**src/rtl/mem_port_arbiter.sv**
```systemverilog
// Two-client arbiter for the shared BRAM line port: data has priority, a bounded streak
// guard keeps instruction requests from starving, and a timeout returns a poison line.
module mem_port_arbiter #(
   parameter int unsigned ADDR_BITS       = 16,
   parameter int unsigned LINE_BITS       = 128,
   parameter int unsigned DATA_STREAK_MAX = 4,
   parameter int unsigned TIMEOUT_CYCLES  = 255
) (
   input  logic                 HCLK,
   input  logic                 HRESETn,
   input  logic                 i_req,
   input  logic                 i_write,
   input  logic [ADDR_BITS-1:0] i_addr,
   input  logic [LINE_BITS-1:0] i_wdata,
   output logic [LINE_BITS-1:0] i_rdata,
   output logic                 i_valid,
   output logic                 i_err,
   input  logic                 d_req,
   input  logic                 d_write,
   input  logic [ADDR_BITS-1:0] d_addr,
   input  logic [LINE_BITS-1:0] d_wdata,
   output logic [LINE_BITS-1:0] d_rdata,
   output logic                 d_valid,
   output logic                 d_err,
   output logic                 mem_req,
   output logic                 mem_write,
   output logic [ADDR_BITS-1:0] mem_addr,
   output logic [LINE_BITS-1:0] mem_wdata,
   input  logic [LINE_BITS-1:0] mem_rdata,
   input  logic                 mem_valid
);

   localparam int unsigned SW = $clog2(DATA_STREAK_MAX + 1);
   localparam int unsigned TW = $clog2(TIMEOUT_CYCLES + 1);
   localparam logic [SW-1:0] STREAK_MAX = SW'(DATA_STREAK_MAX);
   localparam logic [TW-1:0] TMO_LAST   = TW'(TIMEOUT_CYCLES - 1);
   localparam logic [LINE_BITS-1:0] ERR_LINE = {LINE_BITS/32{32'hDEADBEEF}};

   typedef enum logic [1:0] {IDLE, BUSY, DONE} state_t;
   typedef enum logic {INST, DATA} owner_t;

   state_t               state_q;
   owner_t               owner_q;
   logic [SW-1:0]        streak_q;
   logic [TW-1:0]        tmo_q;
   logic                 mem_req_q, mem_write_q;
   logic [ADDR_BITS-1:0] mem_addr_q;
   logic [LINE_BITS-1:0] mem_wdata_q;
   logic [LINE_BITS-1:0] i_rdata_q, d_rdata_q;
   logic                 i_valid_q, i_err_q, d_valid_q, d_err_q;
   logic                 grant_inst;
   logic [LINE_BITS-1:0] resp_line;

   always_comb begin
      grant_inst = 1'b0;
      if (i_req && !d_req)
         grant_inst = 1'b1;
      else if (i_req && d_req && (streak_q == STREAK_MAX))
         grant_inst = 1'b1;
   end

   // A real response wins over a timeout landing in the same cycle.
   assign resp_line = mem_valid ? mem_rdata : ERR_LINE;

   always_ff @(posedge HCLK or negedge HRESETn) begin
      if (!HRESETn) begin
         state_q     <= IDLE;
         owner_q     <= DATA;
         streak_q    <= '0;
         tmo_q       <= '0;
         mem_req_q   <= 1'b0;
         mem_write_q <= 1'b0;
         mem_addr_q  <= '0;
         mem_wdata_q <= '0;
         i_rdata_q   <= '0;
         d_rdata_q   <= '0;
         i_valid_q   <= 1'b0;
         i_err_q     <= 1'b0;
         d_valid_q   <= 1'b0;
         d_err_q     <= 1'b0;
      end else begin
         i_valid_q <= 1'b0;
         i_err_q   <= 1'b0;
         d_valid_q <= 1'b0;
         d_err_q   <= 1'b0;
         case (state_q)
            IDLE: begin
               if (i_req || d_req) begin
                  state_q   <= BUSY;
                  mem_req_q <= 1'b1;
                  tmo_q     <= '0;
                  if (grant_inst) begin
                     owner_q     <= INST;
                     mem_write_q <= i_write;
                     mem_addr_q  <= i_addr;
                     mem_wdata_q <= i_wdata;
                     streak_q    <= '0;
                  end else begin
                     owner_q     <= DATA;
                     mem_write_q <= d_write;
                     mem_addr_q  <= d_addr;
                     mem_wdata_q <= d_wdata;
                     if (!i_req)
                        streak_q <= '0;
                     else if (streak_q != STREAK_MAX)
                        streak_q <= streak_q + 1'b1;
                  end
               end
            end
            BUSY: begin
               if (mem_valid || (tmo_q == TMO_LAST)) begin
                  state_q   <= DONE;
                  mem_req_q <= 1'b0;
                  if (owner_q == INST) begin
                     i_rdata_q <= resp_line;
                     i_valid_q <= 1'b1;
                     i_err_q   <= ~mem_valid;
                  end else begin
                     d_rdata_q <= resp_line;
                     d_valid_q <= 1'b1;
                     d_err_q   <= ~mem_valid;
                  end
               end else begin
                  tmo_q <= tmo_q + 1'b1;
               end
            end
            DONE:    state_q <= IDLE;
            default: state_q <= IDLE;
         endcase
      end
   end

   assign mem_req   = mem_req_q;
   assign mem_write = mem_write_q;
   assign mem_addr  = mem_addr_q;
   assign mem_wdata = mem_wdata_q;
   assign i_rdata   = i_rdata_q;
   assign i_valid   = i_valid_q;
   assign i_err     = i_err_q;
   assign d_rdata   = d_rdata_q;
   assign d_valid   = d_valid_q;
   assign d_err     = d_err_q;

endmodule

```
**config.mk**
```make
export PLATFORM = sky130hd
export DESIGN_NAME = mem_port_arbiter
export DESIGN_NICKNAME = d
export VERILOG_FILES = /design/src/rtl/mem_port_arbiter.sv
export SDC_FILE = /design/constraint.sdc
export NUM_CORES = 1
export LEC_CHECK = 0
export CAP_MARGIN = 10
export CORE_AREA = 2 2 323 325
export CTS_CLUSTER_DIAMETER = 100
export DETAILED_ROUTE_END_ITERATION = 10
export DIE_AREA = 0 0 325 327
export GPL_ROUTABILITY_DRIVEN = 1
export PLACE_DENSITY_LB_ADDON = 0.15
export SLEW_MARGIN = 40
export SYNTH_ARGS = -nofsm -noshare
export SYNTH_HDL_FRONTEND = slang
export SYNTH_SLANG_ARGS = --single-unit
```
**constraint.sdc**
```tcl
create_clock -name HCLK -period 3.5 [get_ports HCLK]
set_input_delay 0.7 -clock HCLK [delete_from_list [all_inputs] [get_ports HCLK]]
set_output_delay 0.7 -clock HCLK [all_outputs]
set_load 0.1 [all_outputs]
```
# == After elaboration in Yosys (flattened, before gate mapping) ==
# Index checks and enable logic that the tools add are counted.
# word_totals
regBits,420
inputBits,423
word_cells,72
# op_classes
n_addsub,2
eq_ne,8
mux,31
bitwise_logic,2
reduce_logical,15
# op_table
cell,n
128-bit 2-to-1 mux,2
1-bit 2-to-1 mux,18
16-bit 2-to-1 mux,1
8-bit 2-to-1 mux,2
8-bit one-hot mux with 2 select lines,1
3-bit AND reduction,5
3-bit 2-to-1 mux,3
8-bit by 1-bit adder with 8-bit output (second input constant),1
8-bit equality test (second input constant),1
2-bit inequality test (second input constant),3
2-bit 2-to-1 mux,2
2-bit one-hot mux with 2 select lines,1
2-bit AND reduction,2
3-bit by 1-bit adder with 3-bit output (second input constant),1
3-bit equality test (second input constant),1
1-bit logical AND,3
3-bit by 1-bit inequality test with 1-bit output (second input constant),1
3-bit inequality test (second input constant),1
2-bit by 1-bit equality test with 1-bit output (second input constant),1
2-bit zero test,1
1-bit logical OR,2
1-bit NOT,2
1-bit one-hot mux with 2 select lines,1
2-bit nonzero test,1
1-bit zero test,1

# == Depth between registers and ports, before layout ==
# logic_depth
ltp_word,6
depth_mapped,9
mapped_depth_nobuf,7

# == Worst setup path before layout ==
# No wires, ideal clock.
# synth_timing
path_kind,input port to flip-flop
start,in d_req
end,reg mem_wdata_q[89] (netlist: mem_wdata[89])
arrival_ns,1.642
slack_ns,1.726
path_stages,6
n_path_buf,2
cell_sequence,a21bo_2 nand2_1 buf_4 buf_4 mux2i_1 o21ai_1
# synth_via
elab_chain_len,5
elab_cells_between_ends,9
cone_classes,mux (3); reduce/logical (6)
# synth_rtl
item,line_no,text
start: declaration,18,"input logic d_req,"
1-bit logical AND (2 in series),58,else if (i_req && d_req && (streak_q == STREAK_MAX))
1-bit 2-to-1 mux,58,
1-bit 2-to-1 mux,56,if (i_req && !d_req)
128-bit 2-to-1 mux,92,if (grant_inst) begin
end signal: assignment,96,mem_wdata_q <= i_wdata;
end signal: assignment,102,mem_wdata_q <= d_wdata;
end: declaration,48,logic [LINE_BITS-1:0] mem_wdata_q;
# Parallel ways exist; a longest one is shown, timed or not.
# A chain may end at the register's enable or synchronous reset.

# == Final worst setup path ==
# layout_timing
start,reg tmo_q[0]
end,reg d_rdata_q[57] (netlist: d_rdata[57])
# layout_via
elab_chain_len,3
# layout_rtl
item,line_no,text
start: declaration,45,logic [TW-1:0] tmo_q;
start signal: assignment,124,tmo_q <= tmo_q + 1'b1;
8-bit equality test,111,if (mem_valid || (tmo_q == TMO_LAST)) begin
1-bit logical OR,111,
3-bit AND reduction (no line),-,
end signal: assignment,119,d_rdata_q <= resp_line;
end: declaration,49,"logic [LINE_BITS-1:0] i_rdata_q, d_rdata_q;"
# Every way passes these cells.

==> impl_metrics.csv <==
group,metric,value,unit
die,rows,118,
worst_setup_path,reg2reg_from,"tmo_q[0]",
global_route,grt_pass1_wl,108000,um
yosys,synth_flop_cell,"dfrtp_1",
outcome,status,"finished, final reports clean",
yosys,synth_cell_types,40,
timing,slew_headroom,0.453,
worst_setup_path,start_kind,"flip-flop",
yosys,synthesis.nets,1777,
clock_tree,ctsResizeCount,0,
placement,placed_cells,3472,
worst_setup_path,critical_path_arrival,2.86,ns
clock_tree,cts_hold_buf,0,
final_layout,area_growth,60.4,%
clock_tree,tritoncts,"yes",
routing,dr.pass1.iters,4,
clock_tree,clk_latency,0.63,ns
clock_tree,cts_setup_buffers,0,
placement,place_ws,0.659,ns
yosys,synth_area_per_cell,12.6,um^2
timing,layout_min_cycle_time,2.37,ns
global_route,overflow,0,
routing,postRouteAntennaNets,0,
worst_hold_path,worstHoldEndpoint,"mem_wdata[39]",
die,initial_core_util,0.165,
global_route,antenna_found_initial,11,
timing,hold_violations,0,
yosys,syn_inst,1350,
clock_tree,htree_num_levels,2,
placement,gp_congestion,0.785,
worst_setup_path,critPathMaxFanout,39,
final_layout,layout_common_cells,"clkdlybuf4s50_1, dfrtp_1, buf_4",
timing,setup_viol,0,
clock_tree,cts_buffers,54,
yosys,synth-edff-count,0,
final_layout,fillers,10900,
global_route,grt_max_degree,107,
timing,tns,0,ns
timing,max_freq,0.422,GHz
yosys,synth.ff_latch_count,420,
final_layout,drive_gt1_frac,0.254,
global_route,first_global_vias,15600,
clock_tree,path_clk_slew,0.06,ns
routing,drt_iter0_drc,648,
placement,io_buffers,828,
die,die_h,327,um
die,chipWidth,325,um
routing,vias_per_cell,4.08,
worst_setup_path,r2r-end,"d_rdata[57]",
clock_tree,cts_num_sinks,420,
routing,wl,74600,um
timing,final.setup.worst_slack,1.13,ns
final_layout,fin_util,0.264,
job,max_cap_violations,0,
die,coreArea,103000,um^2
worst_setup_path,r2r_slack,1.13,ns
worst_hold_path,min_from,"mem_wdata[39]",
yosys,yosysWarnings,0,
worst_setup_path,cp_cell_sequence,"inv_1 > ha_1 > and3_4 > a21o_4 > nand3_4 > clkinv_2 > buf_12 > o32a_1",
final_layout,instances_no_fill,3581,
worst_setup_path,worstSetupPathType,"reg -> reg",
yosys,synth.yosys.seq_area_share,0.619,
worst_hold_path,hold_depth,2,
placement,place_hpwl,54900,um
clock_tree,cts-root-buf,"clkbuf_16",
yosys,syn-cell-area,17000,um^2
clock_tree,cts.path.max_buffers,3,
worst_setup_path,end_kind,"flip-flop",
timing,slew_viol_final,0,
routing,post_drt_wl_per_cell,20.8,um
worst_hold_path,hold_path.class,"reg -> reg",
worst_setup_path,slowest_delay,0.42,ns
global_route,track_usage,0.135,
die,dieArea,106000,um^2
worst_setup_path,r2r_cells,8,
worst_setup_path,crit_slowest_cell,"dfrtp_1",
worst_setup_path,worstPathRequired,3.99,ns
die,ios,829,
final_layout,final_common_cell,"clkdlybuf4s50_1",
routing,drc_errors,0,
timing,worstMarginPinSlew,0.820,ns
timing,finalCritPeriodShare,0.676,
yosys,synthArstFlopShare,1.00,
final_layout,final_net_count,2577,
timing,rsz0062_at_grt,"no",
routing,num_vias,14600,
timing,skew,0.0216,ns
## critical path, delay by kind of cell, from the launching register on
family	cells	cell delay [ns]
flip-flops	1	0.42
adder cells (fa/ha/maj)	1	0.19
AO/OA/AOI/OAI	2	0.43
AND/OR/NAND/NOR	2	0.27
buffers and inverters	3	0.86
## synth_stat cells, types with 2 or more instances
| cell | number | area (um^2) |
|---|---|---|
| dfrtp_1 | 419 | 10500 |
| o32a_1 | 192 | 1920 |
| nand2_1 | 187 | 702 |
| mux2i_1 | 145 | 1450 |
| o21ai_0 | 104 | 521 |
| clkbuf_1 | 69 | 259 |
| o2bb2ai_1 | 65 | 569 |
| o21ai_1 | 49 | 245 |
| buf_2 | 40 | 200 |
| buf_4 | 14 | 105 |
| nand3_1 | 12 | 60.1 |
| buf_6 | 8 | 90.1 |
| inv_1 | 5 | 18.8 |
| nor2_1 | 5 | 18.8 |
| ha_1 | 4 | 50.1 |
| nand2b_1 | 3 | 18.8 |
| inv_2 | 2 | 7.51 |
| nand3_4 | 2 | 35.0 |
| nand4_1 | 2 | 12.5 |
| nor3_1 | 2 | 10.0 |
| or4_1 | 2 | 15.0 |
## per-stage QoR
step,area (um^2),hold slack [ns]
after floorplan,17000,0.404
after global placement,26500,0.463
after detailed placement,25400,0.465
after CTS,27200,0.0690
after global routing,27200,0.497
final,27200,0.475
## worst max-delay path by stage
stage,startpoint,to,slack [ns],cells after the start
after floorplan,d_req,mem_wdata[89],1.73,6
after global placement,d_req,mem_wdata[95],0.71,7
after detailed placement,mem_valid,d_rdata[57],0.66,6
after CTS,state_q[0],d_rdata[72],0.93,5
after global routing,tmo_q[0],d_rdata[65],0.98,8
final,tmo_q[0],d_rdata[57],1.13,8
## cell type report
cell class | count | area [um^2] | area share
multi-input cells | 791 | 5810 | 0.213
clock inverters | 22 | 193 | 0.00708
clock buffers | 78 | 1550 | 0.0570
flip-flops and latches | 420 | 10500 | 0.386
diodes | 7 | 17.5 | 0.000644
well taps | 1380 | 1730 | 0.0634
repair buffers | 875 | 7370 | 0.271
inverters | 8 | 33.8 | 0.00124
## state kept, by name, indices dropped and copies added (netlist names), 2 cells and up
| register | count |
|---|---|
| i_rdata | 128 |
| streak_q | 3 |
| d_rdata | 128 |
| tmo_q | 8 |
| mem_wdata | 128 |
| state_q | 2 |
| mem_addr | 16 |
## per-layer routing
metal	track usage	vias up	part of all wire
met4	0.0506	8	0.032
met1	0.144	7263	0.37
met3	0.0460	122	0.076
li1	-	6701	-
met5	0	-	0.00062
met2	0.247	524	0.52
## logic make-up after synthesis
logic type,synth area share
AOI/OAI and AO/OA,0.197
xor gates and xnor gates,0.000516
muxes,0.0855
buffers and inverters,0.0403
adders and majority gates,0.00295
and+or+nand+nor,0.0543
DFF,0.619
Power is left out: the tool's default activity adds up to more than one toggle a clock period on the data nets, which glitch-free logic cannot reach.
